### src/rtl/spm_boot_loader.sv
// Boot loader for the RISC_SPM memory: flushes every word, streams a
// program in over valid/ready, then releases the CPU from reset.
module spm_boot_loader #(
  parameter int unsigned           word_size  = 8,
  parameter int unsigned           addr_size  = 8,
  parameter logic [word_size-1:0]  fill_value = '0
) (
  input  logic                 clk,
  input  logic                 rst,
  input  logic                 load_valid,
  output logic                 load_ready,
  input  logic [addr_size-1:0] load_addr,
  input  logic [word_size-1:0] load_data,
  input  logic                 load_done,
  input  logic                 reload,
  output logic                 mem_we,
  output logic [addr_size-1:0] mem_addr,
  output logic [word_size-1:0] mem_wdata,
  output logic                 cpu_rst,
  output logic                 busy,
  output logic [addr_size:0]   words_loaded
);

  localparam logic [addr_size:0] LAST =
    {1'b0, {addr_size{1'b1}}};
  localparam logic [addr_size:0] FULL =
    {1'b1, {addr_size{1'b0}}};

  typedef enum logic [1:0] {
    FLUSH,
    LOAD,
    RUN
  } state_e;

  state_e               state_q;
  logic [addr_size:0]   cnt_q;
  logic [addr_size:0]   cnt_d;
  logic [addr_size:0]   words_q;
  logic [addr_size:0]   words_d;
  logic                 we_q;
  logic [addr_size-1:0] addr_q;
  logic [word_size-1:0] wdata_q;
  logic                 ready_q;
  logic                 cpu_rst_q;
  logic                 busy_q;
  logic                 accept;

  // Handshake uses the registered ready, so no input reaches an output.
  assign accept  = load_valid && ready_q;
  assign cnt_d   = cnt_q + 1'b1;
  assign words_d = (words_q == FULL) ? words_q
                                     : words_q + 1'b1;

  always_ff @(posedge clk or posedge rst) begin
    if (rst) begin
      state_q   <= FLUSH;
      cnt_q     <= '0;
      words_q   <= '0;
      we_q      <= 1'b0;
      addr_q    <= '0;
      wdata_q   <= fill_value;
      ready_q   <= 1'b0;
      cpu_rst_q <= 1'b0;
      busy_q    <= 1'b1;
    end else if (reload) begin
      state_q   <= FLUSH;
      cnt_q     <= '0;
      words_q   <= '0;
      we_q      <= 1'b0;
      addr_q    <= '0;
      wdata_q   <= fill_value;
      ready_q   <= 1'b0;
      cpu_rst_q <= 1'b0;
      busy_q    <= 1'b1;
    end else begin
      unique case (state_q)
        FLUSH: begin
          we_q    <= 1'b1;
          addr_q  <= cnt_q[addr_size-1:0];
          wdata_q <= fill_value;
          cnt_q   <= cnt_d;
          if (cnt_q == LAST) state_q <= LOAD;
        end
        LOAD: begin
          ready_q <= 1'b1;
          we_q    <= accept;
          if (accept) begin
            addr_q  <= load_addr;
            wdata_q <= load_data;
            words_q <= words_d;
          end
          if (load_done) begin
            state_q   <= RUN;
            ready_q   <= 1'b0;
            cpu_rst_q <= 1'b1;
            busy_q    <= 1'b0;
          end
        end
        RUN: begin
          we_q      <= 1'b0;
          ready_q   <= 1'b0;
          cpu_rst_q <= 1'b1;
          busy_q    <= 1'b0;
        end
        default: state_q <= FLUSH;
      endcase
    end
  end

  assign load_ready   = ready_q;
  assign mem_we       = we_q;
  assign mem_addr     = addr_q;
  assign mem_wdata    = wdata_q;
  assign cpu_rst      = cpu_rst_q;
  assign busy         = busy_q;
  assign words_loaded = words_q;

endmodule
### config.mk
export PLATFORM = sky130hd
export DESIGN_NAME = spm_boot_loader
export DESIGN_NICKNAME = d
export VERILOG_FILES = /design/src/rtl/spm_boot_loader.sv
export SDC_FILE = /design/constraint.sdc
export NUM_CORES = 1
export LEC_CHECK = 0
export CAP_MARGIN = 30
export CORE_MARGIN = 2
export CORE_UTILIZATION = 60
export DETAILED_ROUTE_END_ITERATION = 8
export DONT_BUFFER_PORTS = 1
export PLACE_DENSITY_LB_ADDON = 0.25
export SLEW_MARGIN = 10
export SYNTH_ARGS = -nofsm -noshare
export SYNTH_HDL_FRONTEND = slang
export SYNTH_SLANG_ARGS = --single-unit
### constraint.sdc
create_clock -name clk -period 2.3 [get_ports clk]
set_input_delay 0.46 -clock clk [delete_from_list [all_inputs] [get_ports clk]]
set_output_delay 0.46 -clock clk [all_outputs]
set_load 0.005 [all_outputs]
==> Yosys cells after proc, flatten, opt, wreduce, memory -nomap -nowiden <==
Cells that the tools add are included.
{ "word_totals": {"out_inout_bits": 29, "register_bits": 40, "word_cells": 59, "in_bits": 21} }
{ "op_classes": {"muxes": 27, "reduce_logical": 12, "add_sub_neg": 2, "n_eq_ne": 9} }
{ "ops": {"columns": ["op", "n"], "rows": [
  ["$mux 9", 6],
  ["$mux 8", 4],
  ["$pmux 8 s2", 2],
  ["$add 9x1->9 const B", 2],
  ["$eq 9x8->1 const B", 1],
  ["$eq 9x9->1 const B", 1],
  ["$ne 3x3->1 const B", 3],
  ["$mux 1", 7],
  ["$mux 2", 3],
  ["$pmux 1 s2", 3],
  ["$pmux 2 s3", 1],
  ["$reduce_and 3->1", 2],
  ["$reduce_bool 2->1", 3],
  ["$reduce_bool 3->1", 2],
  ["$ne 2x2->1 const B", 2],
  ["$reduce_and 2->1", 2],
  ["$reduce_bool 4->1", 1],
  ["$pmux 1 s3", 1],
  ["$eq 2x1->1 const B", 1],
  ["$eq 2x2->1 const B", 1],
  ["$logic_not 2->1", 1],
  ["$logic_and 1x1->1", 1]
]} }

==> Depth between registers and ports, before layout <==
Gate-level depths: netlist (run 1).
{ "logic_depth": {"depth_word": 5, "depth_mapped": 7, "depth_no_buf": 7} }

==> Worst setup path before layout (run 1) <==
Ideal clock, no wire load.
{ "synth_timing": {"path_kind": "reg2reg", "startpoint": "reg state_q[1]", "endpoint": "reg addr_q[0] (netlist: mem_addr[0])", "path_slack_ps": 468, "required_ps": 2175, "path_buffers": 2, "setup_ps": 125, "arrival_time_ps": 1706, "period_less_slack_ps": 1832, "stages_incl_launch_ff": 8, "path_cell_list": "dfrtp_1 -> inv_1 -> ha_1 -> buf_6 -> and3_4 -> a211oi_4 -> buf_8 -> mux2_4"} }
{ "synth_between": {"elab_chain_cells": 3, "word_cells_on_any_way": 7, "cone_classes": "eq/ne: 2; mux: 2; reduce/logical: 3"} }
{ "synth_lines": {"columns": ["item", "line_no", "rtl"], "rows": [
  ["start: declaration", "35", "state_e state_q;"],
  ["start signal: assignment", "56", "state_q <= FLUSH;"],
  ["start signal: assignment", "66", "state_q <= FLUSH;"],
  ["start signal: assignment", "82", "if (cnt_q == LAST) state_q <= LOAD;"],
  ["$eq 2x1->1 or $logic_not 2->1 (tied branches)", "76", "unique case (state_q)"],
  ["$pmux 8 s2 (tied with other cells)", "76", null],
  ["$mux 8 or $reduce_and 2->1 (tied branches)", null, null],
  ["end signal: assignment", "79", "addr_q <= cnt_q[addr_size-1:0];"],
  ["end signal: assignment", "88", "addr_q <= load_addr;"],
  ["end: declaration", "41", "logic [addr_size-1:0] addr_q;"]
]} }
Several ways; a longest one is shown, not always the timed one.
A chain may end at the register's enable or synchronous reset.

==> Worst setup path in the final report (run 1) <==
{ "layout_timing": {"startpoint": "reg state_q[1]", "endpoint": "reg wdata_q[6] (netlist: mem_wdata[6])"} }
{ "layout_between": {"elab_chain_cells": 3, "word_cells_on_any_way": 7, "cone_classes": "eq/ne: 2; mux: 2; reduce/logical: 3"} }
{ "layout_lines": {"columns": ["item", "line_no", "rtl"], "rows": [
  ["$eq 2x1->1 or $logic_not 2->1 (tied branches)", "76", null],
  ["$pmux 8 s2 (tied with other cells)", "76", null],
  ["$mux 8 or $reduce_and 2->1 (tied branches)", null, null],
  ["end signal: assignment", "61", "wdata_q <= fill_value;"],
  ["end signal: assignment", "71", "wdata_q <= fill_value;"],
  ["end signal: assignment", "80", "wdata_q <= fill_value;"],
  ["end: declaration", "42", "logic [word_size-1:0] wdata_q;"]
]} }
Several ways; a longest one is shown, not always the timed one.

==> results.yml, run 1 <==
sta:
  worst_pin_slew_ns: 0.6143
  finalSetupViolations: 0
  hold_viol: 0
  setup_tns_ns: 0
  min_period_ns: 2.038
  fmax_mhz: 490.8
  drv_slew: 0
  slew_headroom: 0.5896
  fin_crit_sh: 0.8859
  skew_ns: 0.009647
  rsz0062_at_grt: "false"
  fin_ws_ns: 0.2624
drt:
  avgViaCountPerCell: 5.819
  routed_wl_mm: 4.403
  post_drt_wl_per_cell_um: 17.33
  drtPass1Iterations: 4
  ant_nets: 0
  drt_iter0_drc: 52
  drcViolationCount: 0
  vias: 1478
clocking:
  hold_buffers: 0
  ctsResizeCount: 0
  cts_sinks: 40
  cts_tree: "built"
  root_buffer: "clkbuf_4"
  clockBufferDepth: 2
  cts_buffers: 5
  cts_setup_buffers: 0
  cts_max_level: 2
  clkLatencyLatePin_ns: 0.36
  clk_pin_slew_worst_paths_ns: 0.12
synth:
  synth_enable_flop_cells: 0
  synth-seq-cells: 40
  synthArstFlopShare: 1.000
  syn-cell-area_mm2: 0.002136
  ys_seq_area_frac: 0.4692
  synthesis.nets: 235
  synth.avg_cell_area_um2: 10.37
  ys_warn_count: 0
  synth_area_leader_cell: "dfrtp_1"
  synthCells: 206
  ys.flop_type: "dfrtp_1"
  synth_top_area_share: 0.4569
  yosys-top-cells-area: "dfrtp_1 (46%), mux2i_1 (9.4%), mux2_2 (5.3%), ha_1 (4.7%), nor2_1 (3.7%)"
  ys_types: 39
  synth.most_common_cell: "dfrtp_1"
  synth_common_cells: "dfrtp_1 (39), nor2_1 (21), mux2i_1 (20), inv_1 (18), nand2_1 (14)"
placed_design:
  io_buffers: 0
  globalplace.congestion: 0.7417
  dp_hpwl_mm: 3.246
  place_inst: 246
  place_ws_ns: 0.2783
job:
  maxCapViolations: 0
finish:
  stdcell_count: 254
  drive_above_1_share: 0.1346
  fin_nets: 236
  antenna_cells: 0
  area_growth_pct: 3.925
worst_setup_path:
  cpMaxStageDelayCell: "a211oi_4"
  cp.arrival_ns: 2.32
  path_class: "flip-flop to flip-flop"
  critPathCaptureType: "flip-flop"
  cpPeakStageDelay_ns: 0.60
  cp_data_required_time_ns: 2.59
  start_kind: "flip-flop"
  crit_chain: "inv_1 > ha_1 > a211oi_4 > buf_4 > mux2i_1"
  crit_fanout: 12
pwr:
  p_per_area_mw_per_mm2: 944.2
  p_total_mw: 2.096
  ir_drop_uv: 637.3
  leakage_nw: 0.9706
floorplanning:
  core-area_mm2: 0.003390
  initial_utilization: 0.6301
  dieHeight_um: 63.66
  row_count: 21
  die_x_um: 63.66
  die_area_mm2: 0.004053
  pin_count: 50
run_status:
  status: "finished, final reports clean"
global_routing:
  grt_pass1_vias: 1641
  met2_usage: 0.4211
  grt.overflow.total: 0
  antenna_found_initial: 0
  use_met1: 0.2810
  grt_start_max_net_pins: 41
  grtUsageTotal: 0.2402
  grt_most_used_layer: "met2"
  grt_first_pass_wirelength_mm: 7.500
  use_met3: 0.05893
worst_hold_path:
  hp-class: "input pin to async pin"
## power breakdown
| part | switching (mW) | internal [mW] |
|---|---|---|
| Clock | 0.231 | 0.150 |
| Sequential | 0.131 | 0.848 |
| Combinational | 0.399 | 0.338 |
## logic make-up (layout without fill, tap and decap cells)
family / after synthesis / in the layout / share of synthesized area
XOR/XNOR: 4 / 4 / 0.01641
AO/OA/AOI/OAI: 25 / 25 / 0.08027
adder cells (fa/ha/maj): 8 / 8 / 0.04687
flip-flops: 40 / 40 / 0.4692
buffers and inverters: 28 / 30 / 0.06268
AND/OR/NAND/NOR: 69 / 69 / 0.1640
multiplexers: 32 / 32 / 0.1605
## cell type report
class                      instances  area [µm²]
clock buffer                       7       55.05
inverter                          18       67.56
multi-input combinational        138       999.7
timing repair buffer               4       30.03
clock inverter                     1       7.507
sequential                        40        1002
fill                             282        1170
tap                               46       57.56
## final timing paths
kind | slack (ns) | cells after the start | endpoint | start
worst max-delay path | 0.26 | 5 | mem_wdata[6] | state_q[1]
worst min-delay path | 0.09 | 2 | mem_addr[3] | rst
worst max register to register | 0.26 | 5 | mem_wdata[6] | state_q[1]
worst min register to register | 0.53 | 1 | busy | busy
max in group asynchronous | 1.85 | 2 | busy | rst
min in group clk | 0.16 | 1 | words_loaded[3] | reload
## metrics by stage
step           hold WS [ns]  area [µm²]  utilization
2_1_floorplan        0.5026        2136            -
3_3_place_gp         0.4943        2157       0.6364
3_5_place_dp         0.4996        2157       0.6364
4_1_cts             0.09724        2220       0.6549
5_1_grt              0.1284        2220       0.6549
6_report            0.08880        2220       0.6549
## metal layers
layer  routed length, µm  part of all wire  vias up
met1                1753              0.40      725
li1                    -                 -      711
met4                  53             0.012        0
met3                 256             0.058        7
met2                2340              0.53       35
met5                   0                 0        -
## state kept, by name (all words and copies together) (netlist names)
signal / flops
cnt_q: 9
words_loaded: 9
mem_addr: 8
mem_wdata: 8
state_q: 2
busy: 1
cpu_rst: 1
load_ready: 1
mem_we: 1
## critical path, delay by kind of cell, from the launching register on
kind / cells / cell delay, ns
adders and majority gates: 1 / 0.37
DFF: 1 / 0.41
AOI/OAI and AO/OA: 1 / 0.60
buffers and inverters: 2 / 0.36
muxes: 1 / 0.22
## cell usage in the layout (no fill, tap or decap), types with 2 or more instances in the layout
cell type	Yosys	layout
a211oi_1	2	2
a21oi_1	8	8
buf_4	1	4
clkbuf_4	0	5
dfrtp_1	39	39
ha_1	8	8
inv_1	18	18
mux2_2	10	10
mux2_4	2	2
mux2i_1	20	20
nand2_1	14	14
nand2b_1	5	5
nand3_1	5	5
nand4_1	4	4
nor2_1	21	21
nor2b_1	5	5
nor3_1	2	2
nor4b_1	2	2
o21ai_0	4	4
o31ai_1	4	4
or3_1	3	3
or4_1	4	4
xor2_1	3	3
No activity file was read; power rests on OpenSTA's default activity.
==> run 2: changes to the inputs <==
--- a/config.mk
+++ b/config.mk
@@ -8,9 +8,11 @@
 export CAP_MARGIN = 30
 export CORE_MARGIN = 2
 export CORE_UTILIZATION = 60
+export CTS_BUF_LIST = sky130_fd_sc_hd__clkbuf_16
 export DETAILED_ROUTE_END_ITERATION = 8
 export DONT_BUFFER_PORTS = 1
 export PLACE_DENSITY_LB_ADDON = 0.25
+export SETUP_SLACK_MARGIN = 0.1
 export SLEW_MARGIN = 10
 export SYNTH_ARGS = -nofsm -noshare
 export SYNTH_HDL_FRONTEND = slang
==> constraint.sdc (replaced) <==
create_clock -name clk -period 2.3 [get_ports clk]
set_input_delay 0.345 -clock clk [delete_from_list [all_inputs] [get_ports clk]]
set_output_delay 0.345 -clock clk [all_outputs]
set_load 0.005 [all_outputs]
==> results.yml, run 2 (synthesized netlist as in run 1, its figures left out) <==
worst_setup_path:
  regToRegSetupSlack_ns: 0.27
  cp.arrival_ns: 2.23
  path_class: "flip-flop to flip-flop"
  crit_fanout: 12
  cpMaxStageDelayCell: "a211oi_4"
  crit_chain: "inv_1 > ha_1 > a211oi_4 > buf_4 > mux2i_1"
  cpPeakStageDelay_ns: 0.59
  start_kind: "flip-flop"
  critPathCaptureType: "flip-flop"
  cp_data_required_time_ns: 2.50
drt:
  drtPass1Iterations: 4
  avgViaCountPerCell: 5.756
  routed_wl_mm: 4.445
  ant_nets: 0
  vias: 1462
  post_drt_wl_per_cell_um: 17.50
  drt_iter0_drc: 59
  drcViolationCount: 0
clocking:
  hold_buffers: 0
  cts_tree: "built"
  cts_buffers: 5
  clkLatencyLatePin_ns: 0.28
  clk_pin_slew_worst_paths_ns: 0.06
  ctsResizeCount: 0
  root_buffer: "clkbuf_16"
  cts_max_level: 2
  cts_setup_buffers: 0
  clockBufferDepth: 2
  cts_sinks: 40
finish:
  most-common-layout-cells: "dfrtp_1 (39), nor2_1 (21), mux2i_1 (20)"
  num-fill-cells: 269
  area_growth_pct: 7.557
  antenna_cells: 0
  final_area_mm2: 0.002297
  layout_commonest_cell: "dfrtp_1"
  utilization: 0.6777
  fin_nets: 236
  drive_above_1_share: 0.1298
global_routing:
  antenna_found_initial: 0
  grt_start_max_net_pins: 41
  grtUsageTotal: 0.2464
  grt_first_pass_wirelength_mm: 7.610
  grt.overflow.total: 0
  grt_pass1_vias: 1621
pwr:
  power_frac_comb: 0.309
  p_per_area_mw_per_mm2: 1037
  switching_share: 0.3360
  net-switching-power_mw: 0.8002
  leakage_nw: 1.008
  clock_power_share: 0.278
  ir_drop_uv: 446.7
  internal_power_mw: 1.581
  power_frac_seq: 0.412
sta:
  setup_tns_ns: 0
  worst_pin_slew_ns: 0.5861
  hold_viol: 0
  drv_slew: 0
  fin_ws_ns: 0.2700
  finalSetupViolations: 0
  fmax_mhz: 492.6
  rsz0062_at_grt: "false"
  fin_crit_sh: 0.8826
  slew_headroom: 0.6085
  min_period_ns: 2.030
  skew_ns: 0.004571
floorplanning:
  die_x_um: 63.66
  core-area_mm2: 0.003390
  row_count: 21
  dieHeight_um: 63.66
  pin_count: 50
  die_area_mm2: 0.004053
  initial_utilization: 0.6301
placed_design:
  io_buffers: 0
  post_dp_cell_area_mm2: 0.002157
  place_ws_ns: 0.2783
  globalplace.congestion: 0.7417
  dp_hpwl_mm: 3.246
worst_hold_path:
  hp-class: "input pin to async pin"
job:
  maxCapViolations: 0
run_status:
  status: "finished, final reports clean"
[run 2: final timing paths]
path | end | startpoint | depth (start not counted)
worst max-delay path | mem_wdata[6] | state_q[0] | 5
worst min-delay path | mem_addr[3] | rst | 2
worst max register to register | mem_wdata[6] | state_q[0] | 5
worst min register to register | busy | busy | 1
max in group asynchronous | busy | rst | 2
min in group clk | words_loaded[4] | reload | 1
[run 2: stage by stage]
step	instances	hold WS (ns)	power [mW]
final	254	0.07047	2.382
after global routing	254	0.1124	2.536
after CTS	254	0.08779	2.395
after detailed placement	246	0.3846	1.732
after global placement	246	0.3793	1.658
after floorplan	206	0.4788	1.600
[run 2: area by class of cell]
cell class	instances	area, µm²	area share
multi-input cells	138	999.7	0.4352
flip-flops and latches	40	1002	0.4363
clock inverters	3	15.01	0.006536
well taps	46	57.56	0.02505
repair buffers	4	30.03	0.01307
inverters	18	67.56	0.02941
clock buffers	5	125.1	0.05447
[run 2: power by group through the flow]
stage               registers, mW  logic, mW  clock network [mW]
detailed placement          0.993      0.739                   0
global placement            0.981      0.677                   0
floorplan                   0.952      0.648                   0
finish                      0.982      0.737               0.663
global route                 1.00      0.827               0.709
CTS                         0.982      0.744               0.669
[run 2: worst max-delay path, delay by kind of cell, from the launching register on]
family | cells | cell delay [ns]
buffers and inverters | 2 | 0.36
adder cells (fa/ha/maj) | 1 | 0.40
multiplexers | 1 | 0.22
AO/OA/AOI/OAI | 1 | 0.59
flip-flops | 1 | 0.37
[run 2: routing by layer]
layer  vias up  share of wire  GRT usage
met5         -              0          0
met4         0         0.0034    0.07880
met3         2          0.054    0.08571
met2        42           0.53     0.4171
met1       714           0.41     0.2927
li1        704              -          -
